File: src/rtl/pit_prescale_if.sv
// Control/strobe bundle between the PIT register block and the prescaler.
// The master drives the run controls and the rollover feedback; the slave returns the strobe, enable and shadowed divisor.
interface pit_prescale_if #(
  parameter int COUNT_SIZE = 16
);
  logic                  sync_reset;
  logic                  pit_enable;
  logic                  pit_slave;
  logic                  ext_sync_i;
  logic [3:0]            pre_sel;
  logic [COUNT_SIZE-1:0] mod_value_i;
  logic                  pit_roll_i;
  logic                  prescale_out;
  logic                  counter_sync;
  logic [COUNT_SIZE-1:0] mod_value_o;
  logic                  pit_busy;

  modport master (
    output sync_reset, pit_enable, pit_slave, ext_sync_i, pre_sel, mod_value_i, pit_roll_i,
    input  prescale_out, counter_sync, mod_value_o, pit_busy
  );

  modport slave (
    input  sync_reset, pit_enable, pit_slave, ext_sync_i, pre_sel, mod_value_i, pit_roll_i,
    output prescale_out, counter_sync, mod_value_o, pit_busy
  );
endinterface

File: src/rtl/pit_prescale.sv
// PIT start FSM and 2^n prescaler: one-cycle increment strobe every 2^pre_sel RUN cycles, first on the 2^pre_sel-th.
// Outputs decode registered state only (no combinational input paths); there is no backpressure, the strobe is free-running in RUN.
module pit_prescale #(
  parameter int COUNT_SIZE = 16,
  parameter int PRE_WIDTH  = 15
) (
  input  logic           bus_clk,
  input  logic           async_rst_b,
  pit_prescale_if.slave  pit
);

  typedef enum logic [1:0] {IDLE, ARM, RUN} state_t;

  state_t                state, state_nxt;
  logic [PRE_WIDTH-1:0]  pre_cnt, pre_cnt_nxt, pre_term;
  logic [3:0]            pre_sel_r, pre_sel_clamp;
  logic                  ext_sync_d;
  logic                  ext_rise;
  logic [COUNT_SIZE-1:0] mod_value_r;

  assign ext_rise      = pit.ext_sync_i & ~ext_sync_d;
  assign pre_sel_clamp = (int'(pit.pre_sel) > PRE_WIDTH) ? 4'(PRE_WIDTH) : pit.pre_sel;

  // Terminal count 2^pre_sel_r-1 is just the low pre_sel_r bits set.
  always_comb begin
    pre_term = '0;
    for (int i = 0; i < PRE_WIDTH; i++) begin
      pre_term[i] = (i < int'(pre_sel_r));
    end
  end

  always_comb begin
    state_nxt = state;
    case (state)
      IDLE: if (pit.pit_enable) state_nxt = pit.pit_slave ? ARM : RUN;
      ARM: begin
        if (!pit.pit_enable)  state_nxt = IDLE;
        else if (ext_rise)    state_nxt = RUN;
      end
      RUN:  if (!pit.pit_enable) state_nxt = IDLE;
      default: state_nxt = IDLE;
    endcase
    if (pit.sync_reset) state_nxt = IDLE;
  end

  // Counter only advances while staying in RUN, so it is already 0 on exit.
  always_comb begin
    pre_cnt_nxt = '0;
    if (state == RUN && state_nxt == RUN) begin
      pre_cnt_nxt = (pre_cnt == pre_term) ? '0 : pre_cnt + PRE_WIDTH'(1);
    end
  end

  always_ff @(posedge bus_clk) begin
    if (!async_rst_b) begin
      state       <= IDLE;
      pre_cnt     <= '0;
      pre_sel_r   <= '0;
      ext_sync_d  <= 1'b0;
      mod_value_r <= '0;
    end else begin
      state      <= state_nxt;
      pre_cnt    <= pre_cnt_nxt;
      ext_sync_d <= pit.ext_sync_i;
      if (state != RUN) pre_sel_r <= pre_sel_clamp;
      // In RUN the divisor only changes at a period boundary.
      if (state != RUN || pit.pit_roll_i) mod_value_r <= pit.mod_value_i;
    end
  end

  assign pit.prescale_out = (state == RUN) && (pre_cnt == pre_term);
  assign pit.counter_sync = (state == RUN);
  assign pit.pit_busy     = (state != IDLE);
  assign pit.mod_value_o  = mod_value_r;

endmodule

File: src/flat_wrapper.sv
// flat-port wrapper written by rule: the top's interface ports become plain ports
module pit_prescale_flat 
#(
  parameter int COUNT_SIZE = 16,
  parameter int PRE_WIDTH  = 15
)
  (bus_clk, async_rst_b, pit_sync_reset, pit_pit_enable, pit_pit_slave, pit_ext_sync_i, pit_pre_sel, pit_mod_value_i, pit_pit_roll_i, pit_prescale_out, pit_counter_sync, pit_mod_value_o, pit_pit_busy);
  pit_prescale_if #(.COUNT_SIZE(COUNT_SIZE)) pit_i ();
  input  logic bus_clk;
  input  logic async_rst_b;
  input wire logic [$bits(pit_i.sync_reset)-1:0] pit_sync_reset;
  input wire logic [$bits(pit_i.pit_enable)-1:0] pit_pit_enable;
  input wire logic [$bits(pit_i.pit_slave)-1:0] pit_pit_slave;
  input wire logic [$bits(pit_i.ext_sync_i)-1:0] pit_ext_sync_i;
  input wire logic [$bits(pit_i.pre_sel)-1:0] pit_pre_sel;
  input wire logic [$bits(pit_i.mod_value_i)-1:0] pit_mod_value_i;
  input wire logic [$bits(pit_i.pit_roll_i)-1:0] pit_pit_roll_i;
  output wire logic [$bits(pit_i.prescale_out)-1:0] pit_prescale_out;
  output wire logic [$bits(pit_i.counter_sync)-1:0] pit_counter_sync;
  output wire logic [$bits(pit_i.mod_value_o)-1:0] pit_mod_value_o;
  output wire logic [$bits(pit_i.pit_busy)-1:0] pit_pit_busy;
  assign pit_i.sync_reset = pit_sync_reset;
  assign pit_i.pit_enable = pit_pit_enable;
  assign pit_i.pit_slave = pit_pit_slave;
  assign pit_i.ext_sync_i = pit_ext_sync_i;
  assign pit_i.pre_sel = pit_pre_sel;
  assign pit_i.mod_value_i = pit_mod_value_i;
  assign pit_i.pit_roll_i = pit_pit_roll_i;
  assign pit_prescale_out = pit_i.prescale_out;
  assign pit_counter_sync = pit_i.counter_sync;
  assign pit_mod_value_o = pit_i.mod_value_o;
  assign pit_pit_busy = pit_i.pit_busy;
  pit_prescale #(.COUNT_SIZE(COUNT_SIZE), .PRE_WIDTH(PRE_WIDTH)) u_core (.bus_clk(bus_clk), .async_rst_b(async_rst_b), .pit(pit_i));
endmodule
File: config.mk
export PLATFORM = sky130hd
export DESIGN_NAME = pit_prescale_flat
export DESIGN_NICKNAME = d
export VERILOG_FILES = /design/src/rtl/pit_prescale_if.sv /design/src/rtl/pit_prescale.sv /design/src/flat_wrapper.sv
export SDC_FILE = /design/constraint.sdc
export NUM_CORES = 1
export LEC_CHECK = 0
export CORE_ASPECT_RATIO = 0.7
export CORE_MARGIN = 4
export CORE_UTILIZATION = 56
export CTS_BUF_LIST = sky130_fd_sc_hd__clkbuf_8
export CTS_CLUSTER_SIZE = 28
export DETAILED_ROUTE_END_ITERATION = 10
export PLACE_DENSITY = 0.95
export SETUP_SLACK_MARGIN = 0.02
export SLEW_MARGIN = 20
export SYNTH_ARGS = -nofsm -noshare
export SYNTH_HDL_FRONTEND = slang
export SYNTH_SLANG_ARGS = --single-unit
File: constraint.sdc
create_clock -name bus_clk -period 4.4 [get_ports bus_clk]
set_input_delay 0.44 -clock bus_clk [delete_from_list [all_inputs] [get_ports bus_clk]]
set_output_delay 0.44 -clock bus_clk [all_outputs]
set_load 0.01 [all_outputs]
==> results.yml <==
synthesis:
  netlist_top_cells_area: "dfxtp_1 (37%), nand2_1 (8.7%), a211oi_2 (6.2%)"
  syn_inst: 235
  ys_seq_area_share_pct: 37.4
  synth_commonest_cells: "nand2_1 (47), dfxtp_1 (38)"
  synth_top_area_cell: "dfxtp_1"
  synth_edf_count: 0
  postSynthAreaPerCell_um2: 8.66
  synth_most_common_cell: "nand2_1"
  synthFlopType: "dfxtp_1"
  synth_cell_types: 52
  syn_nets: 263
  netlist_area_mm2: 0.00203
  synth_warnings: 0
  synth-seq-cells: 38
  synthArstFlopShare_pct: 0
  synth_top_area_share_pct: 37.4
clocking:
  cts-resized-gates: 0
  numCtsBuffers: 5
  clkSinkCount: 38
  htree_levels: 2
  cts-root-buf: "clkbuf_8"
  clk_path_buf_depth: 2
  holdBufCountCts: 0
  clk_latency_ns: 0.29
  post_cts_buffers: 0
  path_clk_slew_ns: 0.08
  tritoncts: "built"
die:
  rows: 18
  core_area_mm2: 0.00351
  io_pins: 46
  die_height_um: 58.4
  initial_core_util_pct: 57.9
  dieWidth_um: 80.0
  dieArea_mm2: 0.00468
finish:
  final_util_pct: 73.6
  postLayoutCellArea_mm2: 0.00258
  final_layout_size_suffix_gt1_share_pct: 9.67
  syn2layout_area_growth_pct: 27.1
  nets: 296
  insertedDiodeCount: 0
critical_path:
  cp_cell_sequence: "or4b_4, a41oi_2, a2111oi_1, nand4b_1, nor3_1, clkdlybuf4s50_1"
  cp.arrival_ns: 2.75
  endpoint_kind: "output pin"
  cp_data_required_time_ns: 3.96
  slowest_stage: "dfxtp_1"
  crit_type: "flop to output pin"
  cp_slowest_stage_delay_ns: 0.65
  r2r_start: "u_core.pre_sel_r[3]"
  r2r_setup_slack_ns: 1.83
  cp_max_fo: 17
  startpoint_type: "flop"
  r2r_cells: 5
  regToRegEndpoint: "u_core.pre_cnt[3]"
pwr:
  switching_share_pct: 21.7
  ir_drop_v: 0.000285
  seqPwrFrac_pct: 44.3
  comb_power_share_pct: 11.6
  p_clk_share_pct: 44.1
  powerDensity_mw_per_mm2: 322
  power_uw: 833
  intPower_uw: 653
  switching_power_uw: 181
  p_leak_nw: 0.935
detailed_routing:
  wirelength_um: 5040
  post_drt_wl_per_cell_um: 15.8
  ant_nets: 0
  dr_total_vias: 1871
  drtIter0Drc: 171
  drt_pass1_iterations: 7
  drc: 0
  via_per_inst: 5.87
global_routing:
  antenna_found_initial: 0
  grt_use_total_pct: 22.2
  grt_max_degree: 23
  grt_pass1_vias: 1726
  grt_pass1_wl_um: 8170
  grt_overflow: 0
timing:
  fin_setup_tns_ns: 0
  fmax_mhz: 313
  rsz0062_at_grt: "false"
  fin_crit_sh_pct: 72.5
  drv_slew: 0
  relSlewSlack_pct: 50.6
  layout_min_cycle_time_ns: 3.19
  skew_ns: 0.00691
  hold_viol: 0
  hold_slack_ns: 0.451
  finalSetupViolCount: 0
  worst_pin_slew_ns: 0.741
hold_path:
  hold_path_depth: 2
  hold_class: "flop to flop"
  hp-start: "u_core.pit.mod_value_o[13]"
  holdPathEnd: "u_core.pit.mod_value_o[13]"
place:
  placed_area_mm2: 0.00244
  place.gp.congestion: 0.961
  hpwlAfterDp_um: 3530
  portBuffers: 45
job:
  maxCapViolations: 0
outcome:
  outcome: "finished clean"
## sequential cells by signal (all words and copies together), names as in the netlist
register,count
u_core.pre_cnt,15
u_core.pit.mod_value_o,16
u_core.pre_sel_r,4
u_core.ext_sync_d,1
u_core.state,2
## worst max-delay path by stage
stage / cells after the start / end / slack (ns) / from
after floorplan: 5 / pit_prescale_out / 2.34 / u_core.pre_cnt[8]
after global placement: 6 / pit_prescale_out / 1.62 / u_core.pre_sel_r[0]
after detailed placement: 6 / pit_prescale_out / 1.62 / u_core.pre_sel_r[3]
after CTS: 6 / pit_prescale_out / 1.27 / u_core.pre_sel_r[3]
after global routing: 6 / pit_prescale_out / 1.09 / u_core.pre_sel_r[3]
final: 6 / pit_prescale_out / 1.21 / u_core.pre_sel_r[3]
## worst max-delay path, delay by kind of cell (launching register included)
kind                   cells  cell delay, ns
DFF                        1            0.65
and+or+nand+nor            3            0.62
AOI/OAI and AO/OA          2            0.61
buffers and inverters      1            0.57
## layout by cell type (no fill, tap or decap), types with 2 or more instances in the layout
cell type / instances
a211oi_1: 4
a211oi_2: 10
a21boi_0: 10
a21boi_1: 10
a21o_1: 2
a21oi_1: 6
and3_1: 3
and4_1: 4
bufinv_16: 2
clkbuf_8: 6
clkdlybuf4s50_1: 45
dfxtp_1: 38
inv_1: 2
inv_2: 3
nand2_1: 47
nand2b_1: 7
nand3_1: 6
nand3b_1: 2
nand4_1: 3
nand4b_1: 2
nor2_1: 5
nor3_1: 4
nor4b_1: 2
o211a_1: 2
o211ai_1: 2
o21ai_0: 2
o21bai_1: 2
o221ai_1: 3
or2_2: 2
or4_1: 2
xnor2_1: 3
xor2_1: 10
## per-stage QoR
step / std cells / setup slack (ns)
floorplan: 235 / 2.34
global placement: 311 / 1.62
detailed placement: 311 / 1.62
CTS: 319 / 1.27
global route: 319 / 1.09
finish: 319 / 1.21
## routing by layer
metal / global-route usage [%] / part of all wire (%)
met5: 0 / 0
met2: 37.6 / 48
met3: 3.82 / 5.1
met4: 5.78 / 1.6
met1: 29.7 / 45
## logic make-up after synthesis
| kind of cell | synth area share [%] |
|---|---|
| compound gates | 25.2 |
| flops | 37.4 |
| buf+inv | 6.21 |
| fa+ha+maj | 1.11 |
| simple gates | 24.5 |
| xor+xnor | 5.60 |
## power by group through the flow
stage	combinational (mW)	clock, mW	sequential [mW]
final	0.0971	0.367	0.369
after global routing	0.105	0.385	0.371
after floorplan	0.0521	0	0.374
after detailed placement	0.0957	0	0.377
after global placement	0.0929	0	0.376
after CTS	0.0970	0.371	0.368
## layout make-up
cell class	instances	area, µm²
flip-flops and latches	38	761
fillers	274	928
clock buffers	6	82.6
inverters	5	18.8
well taps	50	62.6
repair buffers	45	450
multi-input cells	173	1150
clock inverters	2	60.1
No activity file was read; power rests on OpenSTA's default activity.
